===== config.mk =====
export PLATFORM = sky130hd
export DESIGN_NAME = uart_register_bridge
export DESIGN_NICKNAME = d
export VERILOG_FILES = /design/src/rtl/uart_register_bridge.sv
export SDC_FILE = /design/constraint.sdc
export NUM_CORES = 1
export LEC_CHECK = 0
export ABC_CLOCK_PERIOD_IN_PS = 2200
export BUFFER_PORTS_ARGS = -buffer_cell sky130_fd_sc_hd__buf_2
export CAP_MARGIN = 10
export CORE_MARGIN = 2
export CORE_UTILIZATION = 40
export CTS_CLUSTER_SIZE = 24
export DETAILED_ROUTE_END_ITERATION = 8
export PLACE_DENSITY = 0.67
export SETUP_SLACK_MARGIN = 0.1
export SLEW_MARGIN = 10
export SYNTH_ARGS = -nofsm -noshare
export SYNTH_HDL_FRONTEND = slang
export SYNTH_SLANG_ARGS = --single-unit

===== constraint.sdc =====
create_clock -name ipClk -period 2.2 [get_ports ipClk]
set_clock_uncertainty 0.15 [all_clocks]
set_input_delay 0.66 -clock ipClk [delete_from_list [all_inputs] [get_ports ipClk]]
set_output_delay 0.66 -clock ipClk [all_outputs]
set_load 0.01 [all_outputs]

===== src/rtl/uart_register_bridge.sv =====
// uart_register_bridge: parses SYNC-framed read/write command packets from a
// UART receive byte stream, drives a register file, and returns response packets.
// Optional inter-byte timeout is compiled in when BRIDGE_TIMEOUT_EN is defined.
module uart_register_bridge #(
    parameter logic [7:0] SYNC_BYTE      = 8'h55,
    parameter int         READ_LATENCY   = 1,
    parameter int         TIMEOUT_CYCLES = 50_000_000
) (
    input  logic        ipClk,
    input  logic        ipReset,
    input  logic [7:0]  ipRxData,
    input  logic        ipRxValid,
    output logic        opRxReady,
    output logic [7:0]  opTxData,
    output logic        opTxValid,
    input  logic        ipTxReady,
    output logic [7:0]  opAddress,
    output logic [31:0] opWrData,
    output logic        opWrEnable,
    input  logic [31:0] ipRdData,
    output logic        opError
);

    typedef enum logic [2:0] {
        ST_IDLE,
        ST_CMD,
        ST_ADDR,
        ST_DATA,
        ST_WRITE,
        ST_RD_WAIT,
        ST_RESP
    } state_t;

    localparam logic [2:0] LAT_LAST = 3'(READ_LATENCY);

    state_t      state_q, state_d;
    logic        is_write_q, is_write_d;
    logic [7:0]  addr_q, addr_d;
    logic [23:0] data_q, data_d;
    logic [31:0] wr_data_q, wr_data_d;
    logic        wr_en_q, wr_en_d;
    logic [31:0] rsp_q, rsp_d;
    logic [1:0]  byte_cnt_q, byte_cnt_d;
    logic [2:0]  lat_cnt_q, lat_cnt_d;
    logic [2:0]  tx_idx_q, tx_idx_d;
    logic        tx_valid_q, tx_valid_d;
    logic [7:0]  tx_data_q, tx_data_d;
    logic        rx_ready_q, rx_ready_d;
    logic        err_q, err_d;
    logic        rx_accept;
    logic [2:0]  tx_last;

`ifdef BRIDGE_TIMEOUT_EN
    localparam logic [31:0] TO_LAST = 32'(TIMEOUT_CYCLES - 1);
    logic [31:0] to_cnt_q, to_cnt_d;
`endif

    assign rx_accept = ipRxValid && rx_ready_q;
    assign tx_last   = is_write_q ? 3'd2 : 3'd6;

    assign opRxReady  = rx_ready_q;
    assign opTxData   = tx_data_q;
    assign opTxValid  = tx_valid_q;
    assign opAddress  = addr_q;
    assign opWrData   = wr_data_q;
    assign opWrEnable = wr_en_q;
    assign opError    = err_q;

    function automatic logic [7:0] resp_byte(input logic [2:0] idx, input logic wr,
                                             input logic [7:0] addr, input logic [31:0] rsp);
        logic [7:0] b;
        case (idx)
            3'd0:    b = SYNC_BYTE;
            3'd1:    b = {7'd0, wr};
            3'd2:    b = addr;
            3'd3:    b = rsp[7:0];
            3'd4:    b = rsp[15:8];
            3'd5:    b = rsp[23:16];
            3'd6:    b = rsp[31:24];
            default: b = 8'h00;
        endcase
        return b;
    endfunction

    // Packet parser, register access sequencing and response emission.
    always_comb begin
        state_d    = state_q;
        is_write_d = is_write_q;
        addr_d     = addr_q;
        data_d     = data_q;
        wr_data_d  = wr_data_q;
        wr_en_d    = 1'b0;
        rsp_d      = rsp_q;
        byte_cnt_d = byte_cnt_q;
        lat_cnt_d  = lat_cnt_q;
        tx_idx_d   = tx_idx_q;
        tx_valid_d = tx_valid_q;
        tx_data_d  = tx_data_q;
        err_d      = 1'b0;
`ifdef BRIDGE_TIMEOUT_EN
        to_cnt_d   = to_cnt_q;
`endif

        case (state_q)
            ST_IDLE: begin
                if (rx_accept && ipRxData == SYNC_BYTE) state_d = ST_CMD;
            end
            ST_CMD: begin
                if (rx_accept) begin
                    if (ipRxData[7:1] == 7'd0) begin
                        is_write_d = ipRxData[0];
                        state_d    = ST_ADDR;
                    end else begin
                        err_d   = 1'b1;
                        state_d = ST_IDLE;
                    end
                end
            end
            ST_ADDR: begin
                if (rx_accept) begin
                    addr_d = ipRxData;
                    if (is_write_q) begin
                        byte_cnt_d = 2'd0;
                        state_d    = ST_DATA;
                    end else begin
                        lat_cnt_d = 3'd0;
                        state_d   = ST_RD_WAIT;
                    end
                end
            end
            ST_DATA: begin
                if (rx_accept) begin
                    byte_cnt_d = byte_cnt_q + 2'd1;
                    if (byte_cnt_q == 2'd3) begin
                        wr_data_d = {ipRxData, data_q};
                        wr_en_d   = 1'b1;
                        state_d   = ST_WRITE;
                    end else begin
                        data_d[8*byte_cnt_q +: 8] = ipRxData;
                    end
                end
            end
            ST_WRITE: begin
                tx_idx_d   = 3'd0;
                tx_valid_d = 1'b1;
                tx_data_d  = SYNC_BYTE;
                state_d    = ST_RESP;
            end
            ST_RD_WAIT: begin
                if (lat_cnt_q == LAT_LAST) begin
                    rsp_d      = ipRdData;
                    tx_idx_d   = 3'd0;
                    tx_valid_d = 1'b1;
                    tx_data_d  = SYNC_BYTE;
                    state_d    = ST_RESP;
                end else begin
                    lat_cnt_d = lat_cnt_q + 3'd1;
                end
            end
            ST_RESP: begin
                if (tx_valid_q && ipTxReady) begin
                    if (tx_idx_q == tx_last) begin
                        tx_valid_d = 1'b0;
                        state_d    = ST_IDLE;
                    end else begin
                        tx_idx_d  = tx_idx_q + 3'd1;
                        tx_data_d = resp_byte(tx_idx_q + 3'd1, is_write_q, addr_q, rsp_q);
                    end
                end
            end
            default: state_d = ST_IDLE;
        endcase

`ifdef BRIDGE_TIMEOUT_EN
        if (state_q == ST_CMD || state_q == ST_ADDR || state_q == ST_DATA) begin
            if (rx_accept) begin
                to_cnt_d = 32'd0;
            end else if (to_cnt_q == TO_LAST) begin
                to_cnt_d = 32'd0;
                err_d    = 1'b1;
                state_d  = ST_IDLE;
            end else begin
                to_cnt_d = to_cnt_q + 32'd1;
            end
        end else if (state_q == ST_IDLE) begin
            to_cnt_d = 32'd0;
        end
`endif

        rx_ready_d = (state_d == ST_IDLE) || (state_d == ST_CMD) ||
                     (state_d == ST_ADDR) || (state_d == ST_DATA);
    end

    // State and output registers; reset discards any packet in progress.
    always_ff @(posedge ipClk or negedge ipReset) begin
        if (!ipReset) begin
            state_q    <= ST_IDLE;
            is_write_q <= 1'b0;
            addr_q     <= 8'h00;
            data_q     <= 24'h0;
            wr_data_q  <= 32'h0;
            wr_en_q    <= 1'b0;
            rsp_q      <= 32'h0;
            byte_cnt_q <= 2'd0;
            lat_cnt_q  <= 3'd0;
            tx_idx_q   <= 3'd0;
            tx_valid_q <= 1'b0;
            tx_data_q  <= 8'h00;
            rx_ready_q <= 1'b0;
            err_q      <= 1'b0;
`ifdef BRIDGE_TIMEOUT_EN
            to_cnt_q   <= 32'd0;
`endif
        end else begin
            state_q    <= state_d;
            is_write_q <= is_write_d;
            addr_q     <= addr_d;
            data_q     <= data_d;
            wr_data_q  <= wr_data_d;
            wr_en_q    <= wr_en_d;
            rsp_q      <= rsp_d;
            byte_cnt_q <= byte_cnt_d;
            lat_cnt_q  <= lat_cnt_d;
            tx_idx_q   <= tx_idx_d;
            tx_valid_q <= tx_valid_d;
            tx_data_q  <= tx_data_d;
            rx_ready_q <= rx_ready_d;
            err_q      <= err_d;
`ifdef BRIDGE_TIMEOUT_EN
            to_cnt_q   <= to_cnt_d;
`endif
        end
    end

endmodule

==> impl_metrics.env, run 1 <==
export IMPL_status="finished, final reports clean"
export IMPL_slowest_stage="dfrtp_1"
export IMPL_drv_cap=0
export IMPL_cp_end_kind="register"
export IMPL_syn_avg_cell_area_um2=11.0
export IMPL_dp_cells=753
export IMPL_core_area_um2=12800
export IMPL_grt_max_degree=38
export IMPL_place_gp_congestion=0.830
export IMPL_io_pins=96
export IMPL_dieArea_um2=14100
export IMPL_critPathArrivalTime_ns=2.17
export IMPL_syn_inst=478
export IMPL_power_density_nw_per_um2=1160
export IMPL_clk_pin_slew_ns=0.06
export IMPL_drt_iter0_markers=266
export IMPL_num_vias=4052
export IMPL_grt_pass1_wl_mm=20.9
export IMPL_setup_slack_ns=0.171
export IMPL_fin_crit_ns=2.03
export IMPL_startpoint_type="register"
export IMPL_synth_top_cell_area_share_pct=56.9
export IMPL_root_buffer="clkbuf_16"
export IMPL_seq_area_frac_synth_pct=56.9
export IMPL_clkSinkCount=120
export IMPL_r2r_cells=6
export IMPL_start_util_pct=41.3
export IMPL_synth_nets=534
export IMPL_hold_ws_ns=0.0385
export IMPL_cp_max_fo=7
export IMPL_clock_latency_ns=0.41
export IMPL_drv_slew=0
export IMPL_htree_levels=4
export IMPL_wirelength_mm=12.6
export IMPL_fin_cells=785
export IMPL_grtUsageTotal_pct=18.9
export IMPL_synth_seq_cells=120
export IMPL_worstSetupStartpoint="tx_idx_q[0]"
export IMPL_yosysUniqueCellTypes=52
export IMPL_maxSlewHeadroom_pct=66.1
export IMPL_worstMarginPinSlew_ns=0.505
export IMPL_synth_area_leader_cell="dfrtp_1"
export IMPL_worstHoldPathType="in2async"
export IMPL_synth_edf_count=0
export IMPL_path_buf_inv=2
export IMPL_async_flop_share_pct=100
export IMPL_slowest_delay_ns=0.42
export IMPL_fp_dieW_um=119
export IMPL_power_leakage_nw=3.34
export IMPL_cp_cell_sequence="inv_1, ha_2, buf_4, a2111oi_0, nor2b_1, a22o_1"
export IMPL_utilization_pct=52.9
export IMPL_areaGrowthSynthToFinish_pct=27.9
export IMPL_wl_per_cell_um=16.1
export IMPL_finalHoldViolCount=0
export IMPL_row_count=41
export IMPL_place_hpwl_mm=8.94
export IMPL_total_power_mw=7.83
export IMPL_cts_tree="yes"
export IMPL_insertedDiodeCount=0
export IMPL_dp_worst_setup_slack_ns=-0.0551
export IMPL_synthFlopType="dfrtp_1"
export IMPL_synthesis_area_um2=5280
export IMPL_yosysWarnings=0
export IMPL_portBuffers=95
export IMPL_reg2reg_to="opTxData[1]"
export IMPL_antenna_found_initial=0
export IMPL_clock_tree_buffer_depth=2
export IMPL_regToRegStartpoint="tx_idx_q[0]"
export IMPL_drc_errors=0
export IMPL_worst_setup_path_type="reg2reg"
export IMPL_grt_setup_unrepaired="no"
export IMPL_hold_buffers=0
export IMPL_crit_family="compound AO/OA/AOI/OAI gates"
export IMPL_cts_made_buffers=17
export IMPL_finalNetCount=656
export IMPL_grt_overflow=0
export IMPL_ant_nets=0
export IMPL_reg2reg_slack_ns=0.17
export IMPL_first_global_vias=4119
export IMPL_fmax_mhz=493
export IMPL_post_cts_setup_buffer_count=0
export IMPL_required_ns=2.35
export IMPL_vdd_drop_max_mv=0.734
export IMPL_synth_area_leaders="dfrtp_1 57%, mux2_2 11%, nand2_1 9.9%, ha_1 2.8%, o21ai_0 2.8%"
export IMPL_setup_viol=0
export IMPL_viasPerCell=5.16
export IMPL_layout_drive_gt1_share_pct=35.6
export IMPL_drt_first_pass_iters=4
export IMPL_die_height_um=119
export IMPL_period_share_pct=92.2
-- synth_stat cells (4+ instances only) --
| cell | n |
|---|---|
| nand2_1 | 139 |
| dfrtp_1 | 120 |
| mux2_2 | 50 |
| o21ai_0 | 30 |
| buf_2 | 14 |
| ha_1 | 12 |
| nand3_1 | 11 |
| a21oi_1 | 9 |
| inv_1 | 8 |
| a221oi_1 | 6 |
| a22o_1 | 5 |
| clkbuf_1 | 5 |
| nor2_1 | 5 |
| mux2i_1 | 4 |
| nor2b_1 | 4 |
-- state kept, by name (all words and copies together) (netlist names) --
name and count:
opWrData 32, rsp_q 32, data_q 24, opAddress 8, opTxData 8, lat_cnt_q 3, state_q 3, tx_idx_q 3
byte_cnt_q 2, is_write_q 1, opError 1, opRxReady 1, opTxValid 1, opWrEnable 1
-- area by class of cell --
cell class,instances,area [um2]
clock inverters,11,123
multi-input cells,327,2150
well taps,172,215
clock buffers,21,470
fillers,1131,6020
flip-flops and latches,120,3000
inverters,9,33.8
repair buffers,125,757
-- logic make-up (layout without fill, tap and decap cells) --
family | after synthesis | count (layout) | synth area share (%)
buffers and inverters | 31 | 166 | 2.68
xor gates and xnor gates | 4 | 4 | 0.806
adders and majority gates | 12 | 12 | 2.84
DFF | 120 | 120 | 56.9
AOI/OAI and AO/OA | 71 | 71 | 9.34
and+or+nand+nor | 185 | 185 | 15.8
muxes | 55 | 55 | 11.6
-- cells in the final DEF (no fill, tap or decap), types with 5 or more instances in the layout --
| cell type | instances |
|---|---|
| nand2_1 | 139 |
| dfrtp_1 | 120 |
| buf_2 | 94 |
| mux2_2 | 50 |
| o21ai_0 | 30 |
| buf_4 | 26 |
| clkbuf_16 | 17 |
| nand3_1 | 11 |
| ha_1 | 10 |
| a21oi_1 | 9 |
| inv_1 | 8 |
| a221oi_1 | 6 |
| nor2_1 | 5 |
| a22o_1 | 5 |
-- worst max path at each step --
| stage | to | cells after the start |
|---|---|---|
| floorplan | is_write_q | 3 |
| global placement | is_write_q | 4 |
| detailed placement | is_write_q | 4 |
| CTS | opTxData[0] | 6 |
| global route | opTxData[1] | 6 |
| finish | opTxData[1] | 6 |
-- repair_timing --
| item | 4_1_cts | 5_1_grt |
|---|---|---|
| endpoints found under the setup margin | 4 | 6 |
| gates resized for setup | 1 | 3 |
| pin swaps | 1 | 2 |
-- metal layers --
| metal | vias up | track usage (%) | wire length (um) |
|---|---|---|---|
| met5 | - | 0 | 0 |
| met4 | 0 | 6.03 | 140 |
| met3 | 12 | 5.17 | 750 |
| met2 | 139 | 30.4 | 6050 |
| met1 | 1990 | 24.9 | 5680 |
| li1 | 1911 | - | - |
-- per-stage QoR --
step                TNS, ns  instance area [um2]
detailed placement  -0.0551                 6140
global route              0                 6750
CTS                       0                 6730
global placement    -0.0504                 6140
floorplan                 0                 5280
finish                    0                 6750
-- report_power, final --
| group | internal [mW] | total (mW) | switching, mW |
|---|---|---|---|
| logic | 0.916 | 1.87 | 0.957 |
| registers | 2.79 | 3.22 | 0.432 |
| clock network | 1.75 | 2.74 | 0.986 |
| total | 5.45 | 7.83 | 2.38 |
Note: power is estimated with default switching activity, not from simulation.
==> run 2, diff against run 1 <==
--- a/config.mk
+++ b/config.mk
@@ -12,6 +12,7 @@
 export CORE_UTILIZATION = 40
 export CTS_CLUSTER_SIZE = 24
 export DETAILED_ROUTE_END_ITERATION = 8
+export HOLD_SLACK_MARGIN = 0.08
 export PLACE_DENSITY = 0.67
 export SETUP_SLACK_MARGIN = 0.1
 export SLEW_MARGIN = 10
==> run 2 against run 1 <==
Net effect:
- setup slack got worse by 0.0017 ns
- total power about the same
- sequential share of layout area shrank 0.066 points
- first-iteration DRC count rose by 12%
- count of clock-buffer cells in the layout is the same
- register-to-register slack barely moved
- critical path type unchanged
- largest cell class unchanged
- largest power group unchanged
- highest routed layer unchanged
==> impl_metrics.env, run 2 (same netlist as run 1, synthesis figures left out) <==
export IMPL_wirelength_mm=12.7
export IMPL_layout_common_cells="139 x nand2_1, 120 x dfrtp_1, 94 x buf_2"
export IMPL_dieArea_um2=14100
export IMPL_finalNetCount=657
export IMPL_drc_errors=0
export IMPL_grt_overflow=0
export IMPL_num_vias=4030
export IMPL_setup_viol=0
export IMPL_drv_cap=0
export IMPL_dp_worst_setup_slack_ns=-0.0551
export IMPL_root_buffer="clkbuf_16"
export IMPL_areaGrowthSynthToFinish_pct=28.1
export IMPL_wl_per_cell_um=16.1
export IMPL_drt_iter0_markers=298
export IMPL_total_power_mw=7.83
export IMPL_finalHoldViolCount=0
export IMPL_ant_nets=0
export IMPL_drv_slew=0
export IMPL_critPathArrivalTime_ns=2.18
export IMPL_antenna_found_initial=0
export IMPL_cts_tree="yes"
export IMPL_place_area_um2=6140
export IMPL_clock_latency_ns=0.41
export IMPL_status="finished, final reports clean"
export IMPL_cp_cell_sequence="inv_1, ha_2, buf_4, a2111oi_0, nor2b_1, a22o_1"
export IMPL_place_gp_congestion=0.830
export IMPL_grt_pass1_wl_mm=21.0
export IMPL_fillers=1130
export IMPL_io_pins=96
export IMPL_worst_setup_path_type="reg2reg"
export IMPL_cp_end_kind="register"
export IMPL_met3_usage_pct=5.17
export IMPL_fmax_mhz=492
export IMPL_gr_usage_met2_pct=30.4
export IMPL_post_cts_setup_buffer_count=0
export IMPL_gr_usage_met1_pct=24.9
export IMPL_final_area_um2=6760
export IMPL_hold_ws_ns=0.315
export IMPL_fin_crit_ns=2.03
export IMPL_insertedDiodeCount=0
export IMPL_slowest_stage="dfrtp_1"
export IMPL_startpoint_type="register"
export IMPL_portBuffers=95
export IMPL_power_leakage_nw=3.34
export IMPL_drt_first_pass_iters=4
export IMPL_htree_levels=4
export IMPL_start_util_pct=41.3
export IMPL_worstMarginPinSlew_ns=0.505
export IMPL_place_hpwl_mm=8.94
export IMPL_grtUsageTotal_pct=18.9
export IMPL_clkSinkCount=120
export IMPL_power_density_nw_per_um2=1160
export IMPL_core_area_um2=12800
export IMPL_first_global_vias=4132
export IMPL_crit_family="compound AO/OA/AOI/OAI gates"
export IMPL_path_buf_inv=2
export IMPL_layout_commonest_cell="nand2_1"
export IMPL_layout_drive_gt1_share_pct=35.5
export IMPL_grt_setup_unrepaired="no"
export IMPL_clock_tree_buffer_depth=2
export IMPL_grt_busiest_layer="met2"
export IMPL_required_ns=2.35
export IMPL_setup_slack_ns=0.169
export IMPL_clk_pin_slew_ns=0.06
export IMPL_slowest_delay_ns=0.42
export IMPL_row_count=41
export IMPL_grt_max_degree=38
export IMPL_die_height_um=119
export IMPL_vdd_drop_max_mv=0.734
export IMPL_setup_tns_final_ns=0
export IMPL_cp_max_fo=7
export IMPL_worstHoldPathType="reg2reg"
export IMPL_maxSlewHeadroom_pct=66.1
export IMPL_period_share_pct=92.3
export IMPL_viasPerCell=5.13
export IMPL_cts_made_buffers=17
export IMPL_fp_dieW_um=119
run 2: cell type report:
| class | instances | area [um2] | area share [%] |
|---|---|---|---|
| sequential | 120 | 3000 | 44.4 |
| multi-input combinational | 327 | 2150 | 31.8 |
| timing repair buffer | 126 | 767 | 11.3 |
| clock buffer | 21 | 470 | 6.96 |
| tap | 172 | 215 | 3.18 |
| clock inverter | 11 | 123 | 1.81 |
| inverter | 9 | 33.8 | 0.500 |
run 2: path summary, 6_finish.rpt:
kind / cells after the start / end / slack, ns / from
max in group asynchronous: 3 / data_q[17] / 0.72 / ipReset
max: 6 / opTxData[1] / 0.17 / tx_idx_q[0]
min: 2 / opWrData[11] / 0.32 / data_q[11]
min in group asynchronous: 2 / opWrData[10] / 0.58 / ipReset
min reg2reg: 2 / opWrData[11] / 0.32 / data_q[11]
max reg2reg: 6 / opTxData[1] / 0.17 / tx_idx_q[0]
run 2: where the power goes:
group	switching [mW]	internal [mW]	total [mW]
sequential	0.433	2.79	3.22
combinational	0.957	0.918	1.87
clock	0.988	1.75	2.74
total	2.38	5.45	7.83
run 2: worst register-to-register path: cells and delay by family, from the launching register on:
kind | cells | cell delay [ns]
compound gates | 2 | 0.62
flops | 1 | 0.42
buf+inv | 2 | 0.29
fa+ha+maj | 1 | 0.27
simple gates | 1 | 0.17
run 2: metal layers:
layer / vias up / share of wire [%] / routed length [um]
li1: 1912 / - / -
met1: 1979 / 46 / 5770
met2: 127 / 48 / 6070
met3: 12 / 5.4 / 687
met4: 0 / 1.1 / 140
met5: - / 0 / 0
run 2: what timing repair did:
| action | CTS | global route |
|---|---|---|
| hold buffers | 1 | 0 |
| endpoints found under the setup margin | 4 | 6 |
| cloned | 0 | 0 |
| hold endpoints to repair | 29 | 0 |
| pin swaps | 1 | 2 |
| resized for setup | 1 | 3 |
run 2: per-stage QoR:
step                      util [%]  std cells
after floorplan                  -        478
after global placement        48.1        753
after detailed placement      48.1        753
after CTS                     52.8        786
after global routing          52.9        786
final                         52.9        786
==> run 3, diff against run 2 <==
--- a/config.mk
+++ b/config.mk
@@ -8,12 +8,14 @@
 export ABC_CLOCK_PERIOD_IN_PS = 2200
 export BUFFER_PORTS_ARGS = -buffer_cell sky130_fd_sc_hd__buf_2
 export CAP_MARGIN = 10
+export CELL_PAD_IN_SITES_DETAIL_PLACEMENT = 1
+export CELL_PAD_IN_SITES_GLOBAL_PLACEMENT = 2
 export CORE_MARGIN = 2
-export CORE_UTILIZATION = 40
+export CORE_UTILIZATION = 36
 export CTS_CLUSTER_SIZE = 24
 export DETAILED_ROUTE_END_ITERATION = 8
 export HOLD_SLACK_MARGIN = 0.08
-export PLACE_DENSITY = 0.67
+export PLACE_DENSITY = 0.79
 export SETUP_SLACK_MARGIN = 0.1
 export SLEW_MARGIN = 10
 export SYNTH_ARGS = -nofsm -noshare
==> run 3 against run 2 <==
Net effect:
- via count fell by 0.47%
- register-to-register slack improved by 0.03 ns
- global-route usage down 0.39 points
- clock power is 2% lower
- critical path type unchanged
- largest cell class unchanged
- highest routed layer unchanged
==> impl_metrics.env, run 3 (same netlist as run 1, synthesis figures left out) <==
export IMPL_place_hpwl_mm=9.85
export IMPL_fp_dieW_um=125
export IMPL_clkSinkCount=120
export IMPL_worst_setup_path_type="reg2reg"
export IMPL_layout_drive_gt1_share_pct=35.8
export IMPL_insertedDiodeCount=0
export IMPL_cts_made_buffers=17
export IMPL_cp_cell_sequence="ha_2, xnor2_2, buf_4, a2111oi_4, nor2b_2, a22o_1"
export IMPL_finalNetCount=657
export IMPL_dieArea_um2=15600
export IMPL_dp_worst_setup_slack_ns=-0.0980
export IMPL_num_vias=4011
export IMPL_clock_tree_buffer_depth=2
export IMPL_core_area_um2=14400
export IMPL_viasPerCell=5.03
export IMPL_r2r_cells=6
export IMPL_die_height_um=125
export IMPL_clkPwrFrac_pct=34.3
export IMPL_worstMarginPinSlew_ns=0.545
export IMPL_htree_levels=4
export IMPL_layout_common_cells="139 x nand2_1, 120 x dfrtp_1, 94 x buf_2"
export IMPL_start_util_pct=36.6
export IMPL_first_global_vias=4383
export IMPL_grtUsageTotal_pct=18.5
export IMPL_portBuffers=95
export IMPL_grt_max_degree=57
export IMPL_drt_first_pass_iters=5
export IMPL_finalHoldViolCount=0
export IMPL_regToRegStartpoint="tx_idx_q[0]"
export IMPL_worstHoldPathType="reg2reg"
export IMPL_startpoint_type="register"
export IMPL_grt_pass1_wl_mm=23.0
export IMPL_post_cts_setup_buffer_count=0
export IMPL_power_density_nw_per_um2=1160
export IMPL_fmax_mhz=499
export IMPL_setup_slack_ns=0.196
export IMPL_min_path_cells=2
export IMPL_place_area_um2=6140
export IMPL_drt_iter0_markers=137
export IMPL_crit_family="compound AO/OA/AOI/OAI gates"
export IMPL_row_count=44
export IMPL_clock_latency_ns=0.41
export IMPL_wl_per_cell_um=17.5
export IMPL_slowest_stage="dfrtp_1"
export IMPL_period_share_pct=91.1
export IMPL_clk_pin_slew_ns=0.06
export IMPL_reg2reg_slack_ns=0.20
export IMPL_layout_commonest_cell="nand2_1"
export IMPL_utilization_pct=46.8
export IMPL_p_comb_share_pct=24.5
export IMPL_fin_crit_ns=2.00
export IMPL_required_ns=2.35
export IMPL_fillers=1604
export IMPL_place_gp_congestion=0.750
export IMPL_reg2reg_to="opTxData[3]"
export IMPL_drv_slew=0
export IMPL_vdd_drop_max_mv=0.546
export IMPL_seq_power_share_pct=41.2
export IMPL_root_buffer="clkbuf_16"
export IMPL_setup_viol=0
export IMPL_drc_errors=0
export IMPL_maxSlewHeadroom_pct=63.7
export IMPL_cp_end_kind="register"
export IMPL_io_pins=96
export IMPL_final_area_um2=6750
export IMPL_swShare_pct=30.9
export IMPL_areaGrowthSynthToFinish_pct=28.0
export IMPL_grt_setup_unrepaired="yes"
export IMPL_status="finished, final reports clean"
export IMPL_register_area_um2=3000
export IMPL_multiInputGateArea_um2=2160
export IMPL_cp_max_fo=5
export IMPL_drv_cap=0
export IMPL_hold_end="opWrData[3]"
export IMPL_slowest_delay_ns=0.44
export IMPL_min_from="data_q[3]"
export IMPL_internal_power_mw=5.40
export IMPL_power_leakage_nw=3.33
export IMPL_critPathArrivalTime_ns=2.15
export IMPL_grt_overflow=0
export IMPL_switchingPower_mw=2.42
export IMPL_antenna_found_initial=0
export IMPL_path_buf_inv=1
export IMPL_wirelength_mm=14.0
export IMPL_cts_tree="yes"
export IMPL_ant_nets=0
## run 3: power by group through the flow
stage                     Combinational, mW  Clock (mW)  Sequential, mW
after global placement                 1.82           0            3.21
after global routing                   2.12        2.85            3.30
after floorplan                        1.21           0            3.14
after CTS                              1.93        2.74            3.21
final                                  1.91        2.68            3.22
after detailed placement               1.90           0            3.25
## run 3: worst reg2reg max path, cell delays in order, from the launching register on
cell and delay [ns]:
dfrtp_1 0.44, ha_2 0.26, xnor2_2 0.16, buf_4 0.17, a2111oi_4 0.39, nor2b_2 0.12
a22o_1 0.20
## run 3: layer usage
layer	vias to the layer above	wire length (um)	GRT usage (%)
li1	1902	-	-
met1	1996	6260	23.4
met2	95	6970	31.3
met3	18	539	4.32
met4	0	212	6.27
met5	-	0	0
## run 3: timing repair
item,CTS,global route
gates cloned,0,0
hold endpoints to repair,23,0
gates resized for setup,4,3
hold buffers,1,0
endpoints found under the setup margin,4,5
## run 3: final cells by class
type                            count  share of cell area, %
Multi-Input combinational cell    327                   32.0
Inverter                            9                  0.500
Clock buffer                       19                   6.56
Tap cell                          184                   3.41
Sequential cell                   120                   44.5
Clock inverter                     13                   1.91
Timing Repair Buffer              126                   11.2
## run 3: worst max-delay path by stage
| stage | slack, ns | depth (start not counted) | startpoint | to |
|---|---|---|---|---|
| after floorplan | 0.13 | 3 | ipRxData[7] | is_write_q |
| after global placement | -0.08 | 4 | ipRxData[1] | is_write_q |
| after detailed placement | -0.1 | 4 | ipRxData[1] | is_write_q |
| after CTS | 0.13 | 6 | tx_idx_q[0] | opTxData[3] |
| after global routing | 0.09 | 5 | tx_idx_q[0] | opTxData[0] |
| final | 0.20 | 6 | tx_idx_q[0] | opTxData[3] |
## run 3: per-stage QoR
stage / hold slack (ns) / power (mW) / TNS, ns / instances
detailed placement: 0.311 / 5.15 / -0.113 / 765
floorplan: 0.214 / 4.36 / 0 / 478
global route: 0.318 / 8.27 / 0 / 798
finish: 0.316 / 7.82 / 0 / 798
global placement: 0.302 / 5.03 / -0.0839 / 765
CTS: 0.311 / 7.88 / 0 / 798
